[src/rtl/pic_pkg.sv]
// Shared constants for the port pin-side logic: OPTION bit positions, port widths
// and the event-arming state encoding.
package pic_pkg;

  localparam int OPT_RBPU_N = 7;
  localparam int OPT_INTEDG = 6;

  localparam int RA_W = 4;
  localparam int RB_W = 8;

  typedef enum logic {
    ARMING = 1'b0,
    ARMED  = 1'b1
  } arm_state_t;

endpackage

[src/rtl/pin_sync.sv]
// Multi-flop synchroniser for asynchronous pin inputs; one chain per bit,
// cleared by the active-low asynchronous reset.
module pin_sync #(
  parameter int WIDTH  = 8,
  parameter int STAGES = 2
) (
  input  logic             clk,
  input  logic             rst,
  input  logic [WIDTH-1:0] d,
  output logic [WIDTH-1:0] q
);

  logic [WIDTH-1:0] chain [STAGES];

  always_ff @(posedge clk or negedge rst) begin
    if (!rst) begin
      for (int i = 0; i < STAGES; i++) chain[i] <= '0;
    end else begin
      chain[0] <= d;
      for (int i = 1; i < STAGES; i++) chain[i] <= chain[i-1];
    end
  end

  assign q = chain[STAGES-1];

endmodule

[src/rtl/port_io_ctrl.sv]
// Pin-side PORTA/PORTB controller: output latches, synchronised read path,
// RB0/INT edge and RB7:4 change event pulses.
//
// state  | meaning
// ARMING | synchronisers filling after reset; no event pulses
// ARMED  | snapshot/rb0_prev valid; INT and RB-change detection live
module port_io_ctrl
  import pic_pkg::*;
#(
  parameter int SYNC_STAGES = 2,
  parameter int ARM_CYCLES  = 4
) (
  input  logic            clk,
  input  logic            rst,
  input  logic            PORTA_wr,
  input  logic            PORTB_wr,
  input  logic            PORTB_rd,
  input  logic [7:0]      W,
  input  logic [RA_W-1:0] TRISA,
  input  logic [RB_W-1:0] TRISB,
  input  logic [7:0]      OPTION,
  input  logic [RA_W-1:0] RA_in,
  input  logic [RB_W-1:0] RB_in,
  output logic [RA_W-1:0] RA_out,
  output logic [RA_W-1:0] RA_oe,
  output logic [RB_W-1:0] RB_out,
  output logic [RB_W-1:0] RB_oe,
  output logic [RB_W-1:0] RB_pu,
  output logic [RA_W-1:0] PORTA_q,
  output logic [RB_W-1:0] PORTB_q,
  output logic            INTF_set,
  output logic            RBIF_set
);

  localparam int CNT_W = $clog2(ARM_CYCLES) + 1;
  localparam logic [CNT_W-1:0] CNT_LAST = CNT_W'(ARM_CYCLES - 1);

  arm_state_t       state, state_nxt;
  logic             arm_done;
  logic [CNT_W-1:0] arm_cnt;
  logic [3:0]       snapshot;
  logic [3:0]       trisb_hi_prev;
  logic             rb0_prev;
  logic             mismatch_prev;
  logic [3:0]       newly_input;
  logic [3:0]       mismatch;
  logic             int_edge;
  logic             unused_bits;

  assign unused_bits = ^{OPTION[5:0], TRISB[3:1]};

  assign RA_oe = ~TRISA;
  assign RB_oe = ~TRISB;
  assign RB_pu = OPTION[OPT_RBPU_N] ? '0 : TRISB;

  pin_sync #(.WIDTH(RA_W), .STAGES(SYNC_STAGES)) u_sync_ra (
    .clk (clk), .rst (rst), .d (RA_in), .q (PORTA_q)
  );

  pin_sync #(.WIDTH(RB_W), .STAGES(SYNC_STAGES)) u_sync_rb (
    .clk (clk), .rst (rst), .d (RB_in), .q (PORTB_q)
  );

  always_ff @(posedge clk or negedge rst) begin
    if (!rst) begin
      RA_out <= '0;
      RB_out <= '0;
    end else begin
      if (PORTA_wr) RA_out <= W[RA_W-1:0];
      if (PORTB_wr) RB_out <= W[RB_W-1:0];
    end
  end

  always_ff @(posedge clk or negedge rst) begin
    if (!rst) begin
      state   <= ARMING;
      arm_cnt <= '0;
    end else begin
      state <= state_nxt;
      if (state == ARMING) arm_cnt <= arm_cnt + 1'b1;
    end
  end

  always_comb begin
    state_nxt = state;
    arm_done  = 1'b0;
    case (state)
      ARMING: if (arm_cnt == CNT_LAST) begin
        state_nxt = ARMED;
        arm_done  = 1'b1;
      end
      ARMED: state_nxt = ARMED;
      default: state_nxt = ARMING;
    endcase
  end

  // A bit just switched to input is reloaded this cycle and kept out of the compare.
  assign newly_input = TRISB[7:4] & ~trisb_hi_prev;
  assign mismatch    = (PORTB_q[7:4] ^ snapshot) & TRISB[7:4] & ~newly_input;
  assign int_edge    = OPTION[OPT_INTEDG] ? (~rb0_prev & PORTB_q[0])
                                          : (rb0_prev & ~PORTB_q[0]);

  always_ff @(posedge clk or negedge rst) begin
    if (!rst) begin
      snapshot      <= '0;
      trisb_hi_prev <= '0;
      rb0_prev      <= 1'b0;
      mismatch_prev <= 1'b0;
      INTF_set      <= 1'b0;
      RBIF_set      <= 1'b0;
    end else begin
      rb0_prev      <= PORTB_q[0];
      trisb_hi_prev <= TRISB[7:4];
      INTF_set      <= (state == ARMED) && TRISB[0] && int_edge;
      if (arm_done || ((state == ARMED) && (PORTB_rd || PORTB_wr))) begin
        snapshot      <= PORTB_q[7:4];
        mismatch_prev <= 1'b0;
        RBIF_set      <= 1'b0;
      end else if (state != ARMED) begin
        mismatch_prev <= 1'b0;
        RBIF_set      <= 1'b0;
      end else begin
        snapshot      <= (snapshot & ~newly_input) | (PORTB_q[7:4] & newly_input);
        mismatch_prev <= |mismatch;
        RBIF_set      <= (|mismatch) && !mismatch_prev;
      end
    end
  end

endmodule
[config.mk]
export PLATFORM = sky130hd
export DESIGN_NAME = port_io_ctrl
export DESIGN_NICKNAME = d
export VERILOG_FILES = /design/src/rtl/pic_pkg.sv /design/src/rtl/pin_sync.sv /design/src/rtl/port_io_ctrl.sv
export SDC_FILE = /design/constraint.sdc
export NUM_CORES = 1
export LEC_CHECK = 0
export CAP_MARGIN = 20
export CORE_ASPECT_RATIO = 0.75
export CORE_MARGIN = 2
export CORE_UTILIZATION = 30
export DETAILED_ROUTE_END_ITERATION = 6
export GPL_TIMING_DRIVEN = 0
export MAX_ROUTING_LAYER = met4
export PLACE_DENSITY = 0.59
export SYNTH_ARGS = -nofsm -noshare
export SYNTH_HDL_FRONTEND = slang
export SYNTH_SLANG_ARGS = --single-unit
[constraint.sdc]
create_clock -name clk -period 3.2 [get_ports clk]
set_input_delay 0.32 -clock clk [delete_from_list [all_inputs] [get_ports clk]]
set_output_delay 0.32 -clock clk [all_outputs]
set_load 0.02 [all_outputs]
# After elaboration in Yosys (flattened, before gate mapping)

Cells that the tools add are included.

Flip-flop bits (word level): 52
Input port bits: 45
Output and inout bits: 46
Logic and storage cells: 52

Add/subtract/negate cells: 1
Equality and inequality tests: 1
Mux-type cells: 11
Bitwise operators: 16
Reductions and logical operators: 9

Operators with widths:

| kind                  | number |
|---|---|
| $and A4 B4 Y4         | 5 |
| $not A4 Y4            | 3 |
| $mux W4               | 2 |
| $mux W8               | 1 |
| $not A8 Y8            | 1 |
| $mux W1               | 7 |
| $logic_and A1 B1 Y1   | 4 |
| $or A4 B4 Y4          | 1 |
| $reduce_or A4 Y1      | 1 |
| $xor A4 B4 Y4         | 1 |
| $add A3 B1 Y3 const B | 1 |
| $eq A3 B2 Y1 const B  | 1 |
| $not A1 Y1            | 3 |
| $and A1 B1 Y1         | 2 |
| $logic_or A1 B1 Y1    | 2 |
| $pmux W1 S2           | 1 |
| $reduce_bool A2 Y1    | 1 |
| $logic_not A1 Y1      | 1 |

# Depth between registers and ports, before layout

Gate-level depths: netlist of the first run.

Depth after elaboration: 8
Mapped depth: 5
Gate-level depth less buffers: 5

# Modules after synthesis

Synthesis of the first run repeated with hierarchy kept, for this count alone.

Cell total of the unflattened synthesis: 137
Area total of the unflattened synthesis: 1,918.1 µm²

Modules (own cells, without submodules):

| module               | instances | cells an instance | area each (µm²) | sequential area each (µm²) |
|---|---|---|---|---|
| port_io_ctrl         | 1         | 101               | 1,227.4         | 700.7 |
| pin_sync (u_sync_rb) | 1         | 24                | 460.4           | 400.4 |
| pin_sync (u_sync_ra) | 1         | 12                | 230.2           | 200.2 |

# Least setup slack after synthesis of the first run

OpenSTA, ideal clock, no wires.

Kind: register to register
Start: register arm_cnt[0]
End: register with a tool-made name
Data arrival time: 1,311 ps
Data required time: 3,072 ps
Setup slack: 1,761 ps
Cell stages (with the launch flop): 6
Buffers on the path: 0
Period minus slack after synthesis: 1,439 ps
Cells stage by stage: dfrtp_1 > ha_1 > ha_1 > nor2_1 > a21oi_1 > mux2_1

RTL lines:

| what                   | RTL line           | text |
|---|---|---|
| start, declared        | port_io_ctrl.sv:40 | `logic [CNT_W-1:0] arm_cnt;` |
| start signal, assigned | port_io_ctrl.sv:80 | `if (state == ARMING) arm_cnt <= arm_cnt + 1'b1;` |

# Worst setup path in the final report of the first run

Start: input TRISB[7]
End: output RB_pu[7]

Cells in the longest elaborated chain, start to end: 1

Ends and longest elaborated chain:

| what            | RTL line           | text |
|---|---|---|
| start, declared | port_io_ctrl.sv:20 | `input logic [RB_W-1:0] TRISB,` |
| $mux W8         | port_io_ctrl.sv:54 | `assign RB_pu = OPTION[OPT_RBPU_N] ? '0 : TRISB;` |
| end, declared   | port_io_ctrl.sv:28 | `output logic [RB_W-1:0] RB_pu,` |

Every way passes these cells.

==> results of run 1 <==
==> layer usage <==
layer	vias up	track usage (%)
li1	604	-
met4	0	3.33
met2	48	16.1
met5	-	-
met3	2	3.93
met1	597	13.6
==> metrics by stage <==
stage          utilization [%]  worst slack [ns]  total power [mW]
6_report                  47.3              1.25              1.33
5_1_grt                   47.3              1.16              1.40
3_3_place_gp              45.5             0.206             0.972
3_5_place_dp              45.7              1.25             0.977
4_1_cts                   47.3              1.24              1.35
2_1_floorplan                -              1.76             0.829
==> where the power goes <==
part           switching, mW  internal [mW]  total (mW)
Combinational          0.107          0.140       0.247
Sequential            0.0169          0.696       0.713
Clock                  0.212          0.156       0.368
Total                  0.336          0.992        1.33
==> placed cells by master, fill, tap and decap left out <==
cell | netlist | routed
a211oi_1 | 1 | 1
a21oi_1 | 6 | 6
a32oi_1 | 2 | 2
and2_1 | 2 | 2
buf_12 | 0 | 1
buf_2 | 0 | 1
buf_4 | 13 | 13
buf_6 | 1 | 1
clkbuf_1 | 1 | 2
clkbuf_8 | 0 | 5
clkdlybuf4s50_1 | 0 | 81
clkinv_4 | 0 | 1
clkinvlp_4 | 0 | 1
dfrtp_1 | 52 | 52
dlygate4sd3_1 | 0 | 1
ha_1 | 2 | 2
inv_1 | 14 | 14
mux2_1 | 4 | 4
mux2_2 | 13 | 13
mux2i_1 | 1 | 1
nand2_1 | 3 | 3
nand2b_1 | 4 | 4
nand3b_1 | 1 | 1
nor2_1 | 11 | 11
nor3b_4 | 1 | 1
xnor2_1 | 1 | 1
xor2_1 | 4 | 4
==> sequential cells by signal, summed over array words and instances (netlist names), 3 cells and up, named ones only <==
name / count
u_sync_rb.chain: 8
u_sync_ra.q: 4
RA_out: 4
arm_cnt: 3
RB_out: 8
trisb_hi_prev: 4
u_sync_rb.q: 8
u_sync_ra.chain: 4
==> final cells by class <==
type / instances / area [µm²] / share of cell area, %
plain buffers: 15 / 113 / 3.82
clock buffers: 6 / 72.6 / 2.46
clock inverters: 2 / 16.3 / 0.552
inverters: 14 / 52.6 / 1.78
multi-input cells: 56 / 442 / 15.0
flip-flops and latches: 52 / 1300 / 44.2
well taps: 81 / 101 / 3.44
repair buffers: 84 / 846 / 28.7
==> logic make-up after synthesis <==
family          after synthesis  share of synthesized area [%]
fa+ha+maj                     2                           1.31
xor+xnor                      5                           2.29
flops                        52                           68.2
buf+inv                      29                           8.66
mux                          18                           10.6
simple gates                 22                           6.10
compound gates                9                           2.89
==> final timing paths <==
check | startpoint | endpoint | slack (ns) | cells after the start
setup / recovery | TRISB[7] | RB_pu[7] | 1.25 | 4
max in group asynchronous | rst | RB_out[1]$_DFFE_PN0P_ | 2.18 | 3
hold reg to reg | u_sync_rb.chain[13]$_DFF_PN0_ | u_sync_rb.q[5]$_DFF_PN0_ | 0.35 | 0
hold / removal | u_sync_rb.chain[13]$_DFF_PN0_ | u_sync_rb.q[5]$_DFF_PN0_ | 0.35 | 0
min in group asynchronous | rst | RA_out[0]$_DFFE_PN0P_ | 0.48 | 2
setup reg to reg | arm_cnt[0]$_DFFE_PN0N_ | flip-flop | 1.56 | 5
==> flow_summary.ini, run 1 <==
[run_status]
status = finished clean

[finish]
n_antenna_cell = 0
final_area_um2 = 2940
stdcell_count = 310
nets = 275
nFillCells = 588
drive_gt1_share_pct = 16.2
area.growth.synth_to_final_pct = 54.3

[synthesis]
synth_ff_type = dfrtp_1
synthMostInstantiatedCell = dfrtp_1
ys_seq_elements = 52
ys_async_sr_fraction_pct = 100
synth_fp_nets = 184
synthCells = 137
yosysSeqAreaShare_pct = 68.2
synth_largest_area_cell = dfrtp_1
synth_top_area_share_pct = 68.2
synth.area.top_cells = dfrtp_1 68%, mux2_2 7.7%, buf_4 5.1%
synthesis.area_um2 = 1910
yosys-top-cells-count = 52 x dfrtp_1, 14 x inv_1, 13 x buf_4, 13 x mux2_2, 11 x nor2_1
synth_cell_types = 20
avgSynthCellArea_um2 = 13.9
synth_edf_count = 0
yosys_warnings = 0

[power_and_ir_drop]
ir_drop_mv = 0.232
power_density_nw_per_um2 = 451
leakage_nw = 1.31

[setup_path]
slowest_delay_ns = 0.60
critical_path_arrival_ns = 1.63
end_kind = output pin
cp_top_family = buffers and inverters
worst-path-buf-inv = 3
crit_top_cell = clkdlybuf4s50_1
critPathKind = input port to output pin
cpMaxStageDelayCell = clkdlybuf4s50_1
required_ns = 2.88
start_kind = input port
cp_cell_sequence = clkdlybuf4s50_1 > inv_1 > nor2_1 > clkdlybuf4s50_1
worstPathMaxFanout = 4

[sta]
finalMaxSlewViolations = 0
fin_crit_sh_pct = 61.0
fin_hold_ws_ns = 0.346
fmax_ghz = 0.513
rsz0062_at_grt = no
finalSetupViolations = 0
worstMarginPinSlew_ns = 0.422
min_period_ns = 1.95
slew_headroom_pct = 71.9
hold_viol = 0
fin_tns_setup_ns = 0
skew_ns = 0.0114

[route]
ant_nets = 0
routed.top_layer = met4
routed-wl-met3_um = 321
dr.first_iter.drc_count = 43
num_vias = 1251
routed_wl_mm = 3.48
wire_per_inst_um = 11.2
routedLengthMet1_mm = 1.48
drcViolationCount = 0
viasPerCell = 4.04
dr.pass1.iters = 4
wl_met2_mm = 1.66

[global_route]
first_global_vias = 1160
antenna_found_initial = 0
gr-total-overflow = 0
grt_first_pass_wirelength_mm = 5.51
grt_max_degree = 36
grt.total_usage_pct = 10.7

[clocking]
clock_latency_ns = 0.30
numCtsBuffers = 5
postCtsSetupRepairBufs = 0
clock-sinks = 52
clock_path_buffers = 2
root_buffer = clkbuf_8
clk_pin_slew_ns = 0.09
cts-resized-gates = 0
cts_hold_buf = 1
cts_max_level = 2
cts_tree = built

[place]
placedCellCount = 301
placed_area_um2 = 2850
port_buffers = 82
dpl.hpwl_mm = 2.63
place_congestion = 0.660

[floorplanning]
io_pins = 91
design.die.area_um2 = 7020
die_h_um = 73.1
fp.coreArea_um2 = 6220
start_util_pct = 30.7
dieWidth_um = 96.1
rows = 25

[job]
timing.max_cap.violations = 0

[worst_hold_path]
min_path_type = flip-flop to flip-flop
Note: power is estimated with default switching activity, not from simulation.
==> run 2, diff against run 1 <==
==> constraint.sdc (replaced) <==
create_clock -name clk -period 1.89 [get_ports clk]
set_input_delay 0.189 -clock clk [delete_from_list [all_inputs] [get_ports clk]]
set_output_delay 0.189 -clock clk [all_outputs]
set_load 0.02 [all_outputs]
==> results of run 2 <==
The final DEF is identical to that of run 1. Status: finished clean.
Main changes from that run: setup slack after placement 1.25 ns -> 0.198 ns; clock-pin slew on the worst setup and hold paths 0.09 ns -> 0.10 ns; setup slack after layout 1.25 ns -> 0.201 ns; hold slack 0.346 ns -> 0.223 ns; register-to-register setup slack 1.56 ns -> 0.25 ns; end point of the worst hold path u_sync_rb.q[5]$_DFF_PN0_ -> RB_out[2]$_DFFE_PN0P_; total power 1.33 mW -> 2.25 mW; worst IR drop on VDD 0.232 mV -> 0.393 mV
==> run 3, diff against run 2 <==
--- a/config.mk
+++ b/config.mk
@@ -6,13 +6,15 @@
 export NUM_CORES = 1
 export LEC_CHECK = 0
 export CAP_MARGIN = 20
+export CELL_PAD_IN_SITES_DETAIL_PLACEMENT = 1
+export CELL_PAD_IN_SITES_GLOBAL_PLACEMENT = 2
 export CORE_ASPECT_RATIO = 0.75
 export CORE_MARGIN = 2
-export CORE_UTILIZATION = 30
+export CORE_UTILIZATION = 25
 export DETAILED_ROUTE_END_ITERATION = 6
 export GPL_TIMING_DRIVEN = 0
 export MAX_ROUTING_LAYER = met4
-export PLACE_DENSITY = 0.59
+export PLACE_DENSITY = 0.76
 export SYNTH_ARGS = -nofsm -noshare
 export SYNTH_HDL_FRONTEND = slang
 export SYNTH_SLANG_ARGS = --single-unit
==> flow_summary.ini, run 3 (synthesis results as in run 1) <==
[finish]
nets = 275
drive_gt1_share_pct = 16.6
layout_common_cells = 81 x clkdlybuf4s50_1, 52 x dfrtp_1, 14 x inv_1, 13 x buf_4, 13 x mux2_2
fin_util_pct = 40.8
layout_commonest_cell = clkdlybuf4s50_1
stdcell_count = 330
area.growth.synth_to_final_pct = 57.6
n_antenna_cell = 0

[route]
dr.pass1.iters = 2
dr.first_iter.drc_count = 9
ant_nets = 0
viasPerCell = 3.93
routed_wl_mm = 4.16
drcViolationCount = 0
wire_per_inst_um = 12.6
num_vias = 1298

[setup_path]
rr_worst_depth = 5
r2r-start = arm_cnt[0]$_DFFE_PN0N_
end_kind = output pin
start_kind = input port
required_ns = 1.70
worst-r2r-setup-slack_ns = 0.25
critical_path_arrival_ns = 1.51
worstPathMaxFanout = 4
critPathKind = input port to output pin

[floorplanning]
start_util_pct = 25.9
rows = 27
dieWidth_um = 105
design.die.area_um2 = 8350
io_pins = 91
fp.coreArea_um2 = 7360
die_h_um = 79.7

[job]
timing.max_cap.violations = 0

[clocking]
cts_max_level = 2
numCtsBuffers = 5
clk_pin_slew_ns = 0.10
cts_tree = built
clock_path_buffers = 2
cts-resized-gates = 0
clock_latency_ns = 0.30
clock-sinks = 52
root_buffer = clkbuf_8

[sta]
hold_viol = 0
finalMaxSlewViolations = 0
min_period_ns = 1.70
skew_ns = 0.00885
fmax_ghz = 0.587
fin_crit_sh_pct = 90.1
worstMarginPinSlew_ns = 0.547
slew_headroom_pct = 63.5
finalSetupViolations = 0
rsz0062_at_grt = no

[worst_hold_path]
min_path_type = input port to flip-flop
min_to = RB_out[5]$_DFFE_PN0P_
min_path_cells = 2
hold_start = PORTB_wr

[power_and_ir_drop]
power_density_nw_per_um2 = 816
leakage_nw = 1.33
ir_drop_mv = 0.336

[place]
dpl.hpwl_mm = 3.15
port_buffers = 82
placedCellCount = 321
place_congestion = 0.654

[global_route]
first_global_vias = 1405
grt.total_usage_pct = 11.1
grt_max_degree = 31
grt_first_pass_wirelength_mm = 7.17
gr-total-overflow = 0
antenna_found_initial = 0

[run_status]
status = finished clean
==> run 3: cell types whose count changed in the layout (fill, tap and decap cells not counted) <==
cell,delta
clkinv_4,-1
clkbuf_8,+2
clkinvlp_4,-1
clkbuf_1,-1
bufinv_16,+1
==> run 3: power breakdown <==
| group | total [mW] | internal (mW) | leakage, nW | switching [mW] |
|---|---|---|---|---|
| Clock | 0.822 | 0.468 | 0.0645 | 0.355 |
| Combinational | 0.423 | 0.237 | 0.659 | 0.186 |
| Sequential | 1.21 | 1.18 | 0.611 | 0.0307 |
| Total | 2.45 | 1.88 | 1.33 | 0.571 |
==> run 3: how the worst max path moves through the flow <==
stage                                         end  depth (start not counted)  slack, ns              startpoint
finish                                   RB_pu[4]                          4       0.19                TRISB[4]
global route                             RB_pu[6]                          4       0.08                TRISB[6]
CTS                                      RB_pu[5]                          4       0.18                TRISB[5]
detailed placement                       RB_pu[5]                          4       0.18                TRISB[5]
global placement    u_sync_rb.chain[14]$_DFF_PN0_                          1      -0.97                     rst
floorplan                               flip-flop                          5       0.45  arm_cnt[0]$_DFFE_PN0N_
==> run 3: what timing repair did <==
item                                   4_1_cts  5_1_grt
endpoints found under the hold margin       22        0
setup buffers                                0        0
hold buffers                                 1        0
==> run 3: final cells by class <==
class                      count  area, µm²
buffer                        15        113
clock buffer                   7       96.3
clock inverter                 1       30.0
fill                         807       4360
inverter                      14       52.6
multi-input combinational     56        442
sequential                    52       1300
tap                          101        126
timing repair buffer          84        846
==> run 3: per-layer routing <==
metal | track usage [%] | share of wire [%] | vias up
li1 | - | - | 602
met1 | 14.9 | 48 | 654
met3 | 3.67 | 5.5 | 2
met5 | - | 0 | -
met2 | 16.5 | 46 | 40
met4 | 2.00 | 0.41 | 0
==> run 3: critical path, cell delays in order <==
cell             delay, ns
clkdlybuf4s50_1       0.54
inv_1                 0.08
nor2_1                0.10
clkdlybuf4s50_1       0.60
==> run 3: stage by stage <==
stage	hold slack, ns	setup WS (ns)	power, mW	instance area (µm²)	TNS (ns)
after floorplan	-0.107	0.451	1.40	1910	0
after global placement	0.332	-0.975	1.65	2860	-50.51
after detailed placement	0.205	0.182	1.66	2870	0
after CTS	0.224	0.182	2.50	3010	0
after global routing	0.225	0.0830	2.59	3010	0
final	0.228	0.187	2.45	3010	0
==> RTL edit (config.mk and constraints of run 1) <==
Remove the register `INTF_set`: a continuous assignment takes its place, so the output `INTF_set` follows one clock earlier.
--- a/src/rtl/port_io_ctrl.sv
+++ b/src/rtl/port_io_ctrl.sv
@@ -106,12 +106,10 @@
       trisb_hi_prev <= '0;
       rb0_prev      <= 1'b0;
       mismatch_prev <= 1'b0;
-      INTF_set      <= 1'b0;
       RBIF_set      <= 1'b0;
     end else begin
       rb0_prev      <= PORTB_q[0];
       trisb_hi_prev <= TRISB[7:4];
-      INTF_set      <= (state == ARMED) && TRISB[0] && int_edge;
       if (arm_done || ((state == ARMED) && (PORTB_rd || PORTB_wr))) begin
         snapshot      <= PORTB_q[7:4];
         mismatch_prev <= 1'b0;
@@ -127,4 +125,6 @@
     end
   end
 
+  assign INTF_set = (state == ARMED) && TRISB[0] && int_edge;
+
 endmodule
Check against the original RTL: not equivalent (Yosys sat finds a counterexample within 10 cycles, from zero or initial values and one cycle with rst low).
==> RTL edit against run 1 <==
  * Power fell by 0.36%
  * Count of clock-buffer cells in the layout fell by 1
  * Routed wire length rose by 7.7%
  * Clock power rose by 1%
  * Sequential cell count fell by 1
  * Cell area fell by 0.89%
  * Global-route usage rose by 0.98 points
  * Sequential power fell by 2%
  * Maximum frequency fell by 2.2%
  * Setup slack got worse by 0.044 ns
  * Synthesized area fell by 1.3%
  * Cell count fell by 1.3%
  * Register-to-register slack improved by 0.03 ns
  * Largest cell class unchanged
  * Largest power group unchanged
==> RTL edit: results (changes against run 1) <==
status finished, final reports clean; Reg2Reg Setup Slack 1.59 ns (+0.03 ns); Slowest cell on crit path clkdlybuf4s50_1; dpl cell area 2820 um^2 (-1.0%); non-filler cells, final 306 (-1.3%); initial DRC count 12 (-72%); Fin Hold WS 0.354 ns (+0.00821 ns); Synth cell types 20 (unchanged); Lkg Pwr 1.31 nW (-0.45%); Post-DP HPWL 2.90 mm (+10%); VDD IR-drop max 0.000206 V (-11%); Synth area leaders dfrtp_1 (68%), mux2_2 (7.8%), buf_4 (5.2%); layout cell share with drive strength beyond 1 16.7% (+0.51 points); largest net degree at the start of global routing 34 (-5.6%); gpl congestion 0.681 (+3.1%); final net count 274 (-0.36%); measured slew at the worst slew-check pin 0.459 ns (+0.0374 ns); post-synthesis sequential area ratio 67.8% (-0.42 points); Synth top cells by count dfrtp_1 (51), inv_1 (14), buf_4 (13), mux2_2 (13), nor2_1 (11); worst clock skew 0.00660 ns (-0.00484 ns); gr usage total 11.7% (+0.98 points); crit path DAT 1.67 ns (+0.04 ns); Filler cells 548 (-6.8%); dpl ws 1.19 ns (-0.0540 ns); vias in the first global route 1,230 (+6.0%); syn_nets 183 (-0.54%); hold path start u_sync_rb.chain[15]; DR vias 1,265 (+1.1%); first-pass GRT wire length 5.84 mm (+5.9%); worst hold endpoint u_sync_rb.q[7]
## RTL edit: cell count changes in the layout (fill, tap and decap cells not counted), sizes merged
cell / before / now
clkbuf: 7 / 6
clkinvlp: 1 / 0
dfrtp: 52 / 51
inv: 14 / 16
## RTL edit: power breakdown
group / internal (mW) / switching, mW
combinational: 0.140 / 0.109
sequential: 0.683 / 0.0174
clock: 0.158 / 0.215
total: 0.981 / 0.342
## RTL edit: area by class of cell
class	instances	area share [%]
plain buffers	15	3.86
clock buffers	5	2.36
clock inverters	3	0.772
inverters	14	1.80
multi-input cells	56	15.1
flip-flops and latches	51	43.7
well taps	78	3.34
repair buffers	84	29.0
## RTL edit: per-layer routing
| layer | GRT usage [%] | part of all wire [%] | vias up |
|---|---|---|---|
| met5 | - | 0 | - |
| met4 | 2.86 | 0.37 | 0 |
| met3 | 5.48 | 13 | 3 |
| met2 | 17.0 | 41 | 69 |
| met1 | 15.0 | 45 | 590 |
| li1 | - | - | 603 |
## RTL edit: repair_timing
item,CTS,global route
hold buffers,1,0
hold endpoints to repair,18,0
resized for setup,0,0
## RTL edit: worst max-delay path: cells and delay by family
kind                   cells  cell delay (ns)
AND/OR/NAND/NOR            1             0.11
buffers and inverters      3             1.24
## RTL edit: cell families after synthesis
logic type	count (synthesis)	synth area share [%]
compound gates	9	2.92
fa+ha+maj	2	1.33
buf+inv	29	8.77
flops	51	67.8
simple gates	22	6.18
xor+xnor	5	2.33
mux	18	10.7
## RTL edit: how the worst max path moves through the flow
| stage | to | slack, ns | depth (start not counted) |
|---|---|---|---|
| finish | RB_pu[5] | 1.21 | 4 |
| global route | INTF_set | 1.12 | 5 |
| CTS | RB_pu[5] | 1.19 | 4 |
| detailed placement | RB_pu[5] | 1.19 | 4 |
| global placement | RB_out[3] | 0.29 | 1 |
| floorplan | flop | 1.76 | 5 |
